==> src/rtl/bp_pkg.sv <==
// ---------------------------------------------------------------------------
// bp_pkg
// Shared constants and types for the branch predictor.
//   - prediction_status encodings (ST_*)
//   - 2-bit saturating counter values (SNT/WNT/WT/ST)
//   - entry_type_t : kind of control-flow instruction held in a BTB entry
// ---------------------------------------------------------------------------
package bp_pkg;

    // prediction_status encodings
    localparam logic [1:0] ST_MISS_NT = 2'd0;  // predicted not-taken, was taken
    localparam logic [1:0] ST_MISS_T  = 2'd1;  // predicted taken, was not taken
    localparam logic [1:0] ST_OK      = 2'd2;  // prediction correct
    localparam logic [1:0] ST_NONE    = 2'd3;  // no valid branch in EX

    // 2-bit counter values
    localparam logic [1:0] SNT = 2'b00;
    localparam logic [1:0] WNT = 2'b01;
    localparam logic [1:0] WT  = 2'b10;
    localparam logic [1:0] ST  = 2'b11;

    typedef enum logic {
        ET_BRANCH = 1'b0,
        ET_JAL    = 1'b1
    } entry_type_t;

endpackage

==> src/rtl/sat_ctr2.sv <==
// ---------------------------------------------------------------------------
// sat_ctr2
// Next-state logic of a 2-bit saturating up/down counter (purely
// combinational).
//   ctr      in  2  current counter value
//   taken    in  1  1 = count up, 0 = count down
//   ctr_next out 2  next value, clamped to SNT..ST (no wrap)
// ---------------------------------------------------------------------------
module sat_ctr2
    import bp_pkg::*;
(
    input  logic [1:0] ctr,
    input  logic       taken,
    output logic [1:0] ctr_next
);

    always_comb begin
        ctr_next = ctr;
        if (taken) begin
            if (ctr != ST) begin
                ctr_next = ctr + 2'd1;
            end
        end else begin
            if (ctr != SNT) begin
                ctr_next = ctr - 2'd1;
            end
        end
    end

endmodule

==> src/rtl/branch_predictor.sv <==
// ---------------------------------------------------------------------------
// branch_predictor
// Direct-mapped BTB with a 2-bit saturating counter per entry. Lookup is
// combinational on IF_pc; update happens at posedge from EX resolution.
//
// Ports
//   clk, rst_n                  clock, async active-low reset
//   IF_pc                       fetch PC for lookup
//   IF_BTBhit/IF_Branch/IF_Jump lookup hit and type of hit entry
//   IF_branch_prediction        counter of indexed entry (hit or miss)
//   IF_pc_imm                   target of hit entry (0 on miss)
//   EX_*                        resolved branch/jump from EX
//   prediction_status           combinational misprediction status
//   stat_branches/mispredicts   (only with BP_STATS_EN) event counters
//
// Optional build macro: BP_STATS_EN adds the two statistics counters.
// ---------------------------------------------------------------------------
module branch_predictor
    import bp_pkg::*;
#(
    parameter  int ENTRIES = 64,
    localparam int IDX_W   = $clog2(ENTRIES)
) (
    input  logic        clk,
    input  logic        rst_n,
    input  logic [31:0] IF_pc,
    output logic        IF_BTBhit,
    output logic        IF_Branch,
    output logic        IF_Jump,
    output logic [1:0]  IF_branch_prediction,
    output logic [31:0] IF_pc_imm,
    input  logic        EX_valid,
    input  logic        EX_stall,
    input  logic        EX_Branch,
    input  logic        EX_Jump,
    input  logic        EX_ALUSrc,
    input  logic        EX_taken,
    input  logic [31:0] EX_pc,
    input  logic [31:0] EX_pc_imm,
    input  logic [1:0]  EX_branch_prediction,
`ifdef BP_STATS_EN
    output logic [31:0] stat_branches,
    output logic [31:0] stat_mispredicts,
`endif
    output logic [1:0]  prediction_status
);

    localparam int TAG_W = 32 - IDX_W - 2;

    // Entry storage. Only valid and ctr need reset; tag/type/target are
    // don't-care until valid is set, so they live in a non-reset block.
    logic [ENTRIES-1:0] valid_reg;
    logic [1:0]         ctr_reg    [ENTRIES];
    logic [TAG_W-1:0]   tag_reg    [ENTRIES];
    entry_type_t        type_reg   [ENTRIES];
    logic [31:0]        target_reg [ENTRIES];

    logic [IDX_W-1:0]   if_idx;
    logic [TAG_W-1:0]   if_tag;
    logic [IDX_W-1:0]   ex_idx;
    logic [TAG_W-1:0]   ex_tag;

    logic               if_hit;
    logic               ex_hit;
    logic               upd;
    logic [1:0]         ctr_sat;
    logic [1:0]         ctr_next;

    // Byte-offset bits never participate in indexing or tagging.
    logic               unused_pc_bits;
    assign unused_pc_bits = ^{IF_pc[1:0], EX_pc[1:0]};

    assign if_idx = IF_pc[IDX_W+1:2];
    assign if_tag = IF_pc[31:IDX_W+2];
    assign ex_idx = EX_pc[IDX_W+1:2];
    assign ex_tag = EX_pc[31:IDX_W+2];

    // ---------------- lookup ----------------
    assign if_hit               = valid_reg[if_idx] && (tag_reg[if_idx] == if_tag);
    assign IF_BTBhit            = if_hit;
    assign IF_Branch            = if_hit && (type_reg[if_idx] == ET_BRANCH);
    assign IF_Jump              = if_hit && (type_reg[if_idx] == ET_JAL);
    assign IF_pc_imm            = if_hit ? target_reg[if_idx] : 32'd0;
    assign IF_branch_prediction = ctr_reg[if_idx];

    // ---------------- status ----------------
    always_comb begin
        prediction_status = ST_NONE;
        if (EX_valid && EX_Branch) begin
            if (EX_taken && (EX_branch_prediction < 2'd2)) begin
                prediction_status = ST_MISS_NT;
            end else if (!EX_taken && (EX_branch_prediction >= 2'd2)) begin
                prediction_status = ST_MISS_T;
            end else begin
                prediction_status = ST_OK;
            end
        end
    end

    // ---------------- update ----------------
    // JALR targets are register-dependent, so they are never allocated.
    assign upd = EX_valid && !EX_stall && (EX_Branch || (EX_Jump && !EX_ALUSrc));

    // A branch only trains an existing entry if that entry already holds this
    // branch; a JAL entry with the same tag is replaced as a fresh branch.
    assign ex_hit = valid_reg[ex_idx] && (tag_reg[ex_idx] == ex_tag)
                    && (type_reg[ex_idx] == ET_BRANCH);

    sat_ctr2 u_sat_ctr2 (
        .ctr      (ctr_reg[ex_idx]),
        .taken    (EX_taken),
        .ctr_next (ctr_sat)
    );

    always_comb begin
        ctr_next = ctr_reg[ex_idx];
        if (EX_Branch) begin
            if (ex_hit) begin
                ctr_next = ctr_sat;
            end else begin
                ctr_next = EX_taken ? WT : WNT;
            end
        end
    end

    always_ff @(posedge clk or negedge rst_n) begin
        if (!rst_n) begin
            valid_reg <= '0;
            for (int i = 0; i < ENTRIES; i++) begin
                ctr_reg[i] <= WNT;
            end
        end else if (upd) begin
            valid_reg[ex_idx] <= 1'b1;
            ctr_reg[ex_idx]   <= ctr_next;
        end
    end

    always_ff @(posedge clk) begin
        if (upd) begin
            tag_reg[ex_idx]    <= ex_tag;
            type_reg[ex_idx]   <= EX_Branch ? ET_BRANCH : ET_JAL;
            target_reg[ex_idx] <= EX_pc_imm;
        end
    end

`ifdef BP_STATS_EN
    logic [31:0] stat_branches_reg;
    logic [31:0] stat_mispredicts_reg;

    always_ff @(posedge clk or negedge rst_n) begin
        if (!rst_n) begin
            stat_branches_reg    <= 32'd0;
            stat_mispredicts_reg <= 32'd0;
        end else if (upd && EX_Branch) begin
            stat_branches_reg <= stat_branches_reg + 32'd1;
            if ((prediction_status == ST_MISS_NT) || (prediction_status == ST_MISS_T)) begin
                stat_mispredicts_reg <= stat_mispredicts_reg + 32'd1;
            end
        end
    end

    assign stat_branches    = stat_branches_reg;
    assign stat_mispredicts = stat_mispredicts_reg;
`endif

endmodule
==> config.mk <==
export PLATFORM = sky130hd
export DESIGN_NAME = branch_predictor
export DESIGN_NICKNAME = d
export VERILOG_FILES = /design/src/rtl/bp_pkg.sv /design/src/rtl/sat_ctr2.sv /design/src/rtl/branch_predictor.sv
export SDC_FILE = /design/constraint.sdc
export NUM_CORES = 2
export LEC_CHECK = 0
export CAP_MARGIN = 25
export CORE_UTILIZATION = 50
export CTS_CLUSTER_SIZE = 14
export DETAILED_ROUTE_END_ITERATION = 6
export HOLD_SLACK_MARGIN = 0.08
export PLACE_DENSITY = 0.66
export SLEW_MARGIN = 30
export SYNTH_ARGS = -nofsm -noshare
export SYNTH_HDL_FRONTEND = slang
export SYNTH_HIERARCHICAL = 1
export SYNTH_SLANG_ARGS = --single-unit
export TNS_END_PERCENT = 10
==> constraint.sdc <==
create_clock -name clk -period 10.08 [get_ports clk]
set_input_delay 2.016 -clock clk [delete_from_list [all_inputs] [get_ports clk]]
set_output_delay 2.016 -clock clk [all_outputs]
set_load 0.05 [all_outputs]
* After elaboration in Yosys (flattened, before gate mapping) *
Memory sizes are Yosys's and may differ from the RTL's.
Cells that the tools add are included.

word-level totals
  output and inout bits = 39
  memory bits (writable) = 3648
  logic and storage cells = 132
  flip-flop bits (word level) = 192
  memories = 3

operators by class
  add/subtract/negate cells = 2
  muxes and demuxes = 28
  magnitude comparators = 8
  bitwise operators = 5
  reduce and logical (&&, ||, !) cells = 18
  equality and inequality tests = 3

memories
  memory      words  width  rd ports  clocked after Yosys merged registers in  write ports  line                    source
  target_reg  64     32     1         0                                        1            branch_predictor.sv:56  logic [31:0] target_reg [ENTRIES];
  tag_reg     64     24     2         0                                        1            branch_predictor.sv:54  logic [TAG_W-1:0] tag_reg [ENTRIES];
  type_reg    64     1      2         0                                        1            branch_predictor.sv:55  entry_type_t type_reg [ENTRIES];

operators by type and width
  operator               number
  $bwmux W128            1
  $or A64 B64 Y64        1
  $eq A24 B24 Y1         2
  $mux W32               1
  $mux W2                14
  $bmux W2 S6            2
  $ge A7 B7 Y1 const B   2
  $lt A6 B7 Y1 const B   2
  $not A6 Y7             2
  $logic_and A1 B1 Y1    13
  $bmux W1 S6            2
  $demux W2 S6           1
  $lt A7 B1 Y1 const B   1
  $demux W1 S6           1
  $ge A6 B1 Y1 const B   1
  $mux W1                6
  $logic_not A1 Y1       3
  $add A2 B1 Y2 const B  1
  $ge A2 B2 Y1 const B   1
  $lt A2 B2 Y1 const B   1
  $ne A2 B2 Y1 const B   1
  $not A1 Y1             2
  $reduce_bool A2 Y1     1
  $sub A2 B1 Y2 const B  1
  $logic_or A1 B1 Y1     1

* Longest topological paths before layout *
  depth in word-level cells = 10
  mapped depth = 21
  depth with buffers taken out = 13

* Cells and area by module *
Netlist, hierarchy kept.

modules (own cells, without submodules)
  module            seq. area each (µm²)  area an instance (µm²)  cells each  times used
  branch_predictor  114429.7              162498.3                7560        1
  sat_ctr2          0.0                   26.3                    3           1

* Worst setup path before layout *
No wires, ideal clock.

  path type = input to output
  start = input port IF_pc[2]
  end = output port IF_pc_imm[0]
  required time = 8064 ps
  cell stages on the path = 13
  path slack = 1405 ps
  data arrival time = 6659 ps
  path through = buf_2 clkbuf_1 buf_2 buf_1 mux4_2 mux4_2 a211oi_1 a21oi_1 xor2_1 nor4_1 nand4_1 clkbuf_1 a211oi_1

between the ends
  cells in the longest elaborated chain, start to end = 4

ends and longest elaborated chain
  item                                                   line                    source
  from (decl)                                            branch_predictor.sv:26  input logic [31:0] IF_pc,
  $mem_v2 Z64 W24 / $bmux W1 S6 (equally long branches)  --
  $eq A24 B24 Y1 / $mux W1 (equally long branches)       branch_predictor.sv:79  assign if_hit = valid_reg[if_idx] && (tag_reg[if_idx] == if_tag);
  $logic_and A1 B1 Y1                                    branch_predictor.sv:79
  $mux W32 (*)                                           branch_predictor.sv:83  assign IF_pc_imm = if_hit ? target_reg[if_idx] : 32'd0;
  to (decl)                                              branch_predictor.sv:31  output logic [31:0] IF_pc_imm,

Mark *: on every way between the ends. The rest lies on a longest branch, timed or not. The select of a mux whose other input is x is not followed.

* Worst setup path after layout *
  start = input port IF_pc[2]
  end = output port IF_pc_imm[9]

Same word-level chain as after synthesis.

==> out/results.tsv <==
stage	metric	value	unit
clock_network	Clock Pin Slew Worst Setup and Hold Paths	0.06	ns
clock_network	worst skew pair latency	0.99	ns
placed_design	final RePlAce weighted congestion	0.883	
cells_and_area	share of layout cells above drive strength 1	35.1	%
setup_path	type of the worst setup path	input port to output port	
flow_run	Max Cap Violations	0	
sta	final max-slew violation count	0	
synth	Async S/R FF share, synth	5.00	%
floorplanning	Core Area	0.322	sq mm
floorplanning	Rows	208	
sta	final hold viol count	0	
setup_path	Worst EP required	8.06	ns
synth	syn avg cell area	21.5	sq um
setup_path	Arr. time, crit path	7.63	ns
synth	Synth area leaders	edfxtp_1 (67%), mux4_2 (21%), dfrtp_1 (2.0%)	
floorplanning	width of the chip	572	um
synth	Yosys cell types	78	
grt	overall overflow remaining after global route	0	
clock_network	CTS root buffer	clkbuf_16	
routing	drt via density	7.15	
floorplanning	IO Count	145	
placed_design	placed cell count	11789	
synth	Yosys top cell area share	67.4	%
sta	TNS Setup	0	ns
cells_and_area	area of the multi-input gates	0.0457	sq mm
synth	syn_nets	7670	
clock_network	Setup Fix Bufs, Post-CTS	0	
cells_and_area	synthesis-to-finish area growth	12.8	%
clock_network	post-CTS resize count	0	
setup_path	Crit Path Max Fanout	72	
sta	Finish-stage setup viols	0	
synth	area leader, netlist	edfxtp_1	
clock_network	H-tree depth	5	
routing	Routed WL	521000	um
sta	Worst Tran Pin Value	1.20	ns
floorplanning	Initial Util	50.4	%
synth	number of flops mapped to enable cells by yosys	3648	
clock_network	CTS max path bufs	4	
clock_network	Num CTS Buffers	390	
cells_and_area	register area	0.114	sq mm
synth	Syn Inst Count	7563	
grt	initial antenna violation count	36	
synth	ys flop type	edfxtp_1	
power_and_ir_drop	Static Leak	57.9	nW
routing	drt initial violations	15522	
routing	DRC Markers	0	
grt	largest net degree at the start of global routing	152	
routing	wire per inst	41.6	um
cells_and_area	fill cell count	23578	
power_and_ir_drop	Peak supply drop	0.165	mV
grt	Total GRT Usage	31.9	%
sta	clk_skew	0.0609	ns
cells_and_area	Final #Nets	7989	
synth	synthesized flop and latch total	3840	
placed_design	dpl hpwl	277000	um
synth	sequential area share after synthesis	70.4	%
cells_and_area	Final Instance Area	0.183	sq mm
synth	Syn. warnings	6	
sta	unrepaired setup endpoints after global routing	false	
clock_network	hold_buf cts	0	
clock_network	Num Clock Sinks	3840	
placed_design	Port Buffers	139	
synth	most common cell in the netlist	edfxtp_1	
cells_and_area	max FFs per register	2048	
sta	Final Cycle Share	95.7	%
sta	fmax	104	MHz
grt	first-pass GRT wire length	714000	um
floorplanning	Chip Height	572	um
placed_design	Post-DP Area	0.171	sq mm
synth	Synth top cells by count	edfxtp_1 (3,648), mux4_2 (1,544), nand2_1 (393), clkbuf_1 (223), a22oi_1 (165)	
min_path	Hold Path Class	flop to flop	
floorplanning	DIE AREA	0.327	sq mm
grt	number of global-route vias before repair	88692	
power_and_ir_drop	total design power	0.0342	W
cells_and_area	Non-Filler Instances	12515	
placed_design	Post-Place Setup Slack	0.476	ns
routing	Antenna Violating Nets Remaining	0	
routing	vias	89478	
routing	TritonRoute pass-1 iters	6	
sta	min Tclk post-route	9.65	ns
power_and_ir_drop	pwr dens	187	mW/mm^2
setup_path	critical path endpoint category	output port	
status	status	finished, final reports clean	
clock_network	CTS tree	built	
synth	Syn Std Cell Area	0.163	sq mm
setup_path	startpoint types	input port	
sta	worst setup margin	0.433	ns
sta	Slew Limit Headroom	20.2	%
[area by class of cell]
cell class                 count  share of cell area (%)
inverter                      68                   0.313
sequential                  3840                    62.4
antenna                       16                  0.0218
timing repair buffer         451                    2.56
multi-input combinational   3131                    24.9
tap                         4305                    2.94
clock inverter               219                    1.21
clock buffer                 485                    5.62
[per-layer routing]
| metal | global-route usage [%] | wire length [um] | vias up |
|---|---|---|---|
| li1 | - | - | 33284 |
| met1 | 43.1 | 186000 | 48062 |
| met2 | 49.6 | 245000 | 6793 |
| met3 | 7.36 | 62100 | 1317 |
| met4 | 14.7 | 27200 | 22 |
| met5 | 0 | 142 | - |
[power breakdown]
part / total (W) / leakage, nW / switching [W] / internal, W
combinational: 0.00219 / 16.6 / 0.00127 / 0.000918
sequential: 0.0176 / 35.2 / 0.0000613 / 0.0176
clock: 0.0144 / 6.10 / 0.00623 / 0.00819
total: 0.0342 / 57.9 / 0.00757 / 0.0267
[logic make-up after synthesis]
| kind of cell | Yosys count | synth area share [%] |
|---|---|---|
| flops | 3840 | 70.4 |
| mux | 1727 | 22.6 |
| simple gates | 728 | 2.18 |
| compound gates | 632 | 2.98 |
| buf+inv | 592 | 1.63 |
| xor+xnor | 41 | 0.221 |
| fa+ha+maj | 3 | 0.0216 |
[path summary, 6_finish.rpt]
path                                               start                   endpoint  slack (ns)  depth (start not counted)
worst min-delay path             ctr_reg[96]$_DFFE_PN1P_    ctr_reg[96]$_DFFE_PN1P_        0.49                          2
min in group asynchronous                          rst_n  valid_reg[10]$_DFFE_PN0P_        0.94                          1
worst max-delay path                            IF_pc[2]               IF_pc_imm[9]        0.43                         12
worst min register to register   ctr_reg[96]$_DFFE_PN1P_    ctr_reg[96]$_DFFE_PN1P_        0.49                          2
max in group asynchronous                          rst_n   ctr_reg[115]$_DFFE_PN0P_        7.64                          3
worst max register to register  tag_reg[41][6]$_DFFE_PP_    ctr_reg[77]$_DFFE_PN0P_        4.64                         11
[stage by stage]
stage               hold WS, ns  utilization, %
floorplan                 0.446               -
global placement          0.466            52.8
detailed placement        0.470            52.9
CTS                       0.483            56.8
global route              0.495            56.9
finish                    0.486            56.9
[cell usage in the layout, fill, tap and decap left out, types with 38 or more instances in the layout]
master,count
edfxtp_1,3648
mux4_2,1544
clkbuf_16,395
nand2_1,393
buf_4,291
a22oi_1,165
mux2i_1,132
dfrtp_1,128
o21ai_2,120
clkbuf_1,82
a221oi_1,80
clkinv_1,78
buf_12,70
clkinv_2,68
dfstp_2,64
o21ai_0,55
inv_6,55
mux2_2,51
nand2b_1,43
clkdlybuf4s50_1,42
a21oi_1,41
o22ai_1,39
nor2b_1,38
nor2_1,38
[critical path, cell delays in order]
cell and delay, ns:
buf_16 0.47, buf_12 0.43, mux4_2 0.56, mux4_2 0.49, mux4_2 0.53, xor2_1 0.26, nor4_1 0.80, nand4_1 0.62
buf_4 0.58, a211oi_1 0.41, buf_4 0.20, buf_12 0.13
No activity file was read; power rests on OpenSTA's default activity.
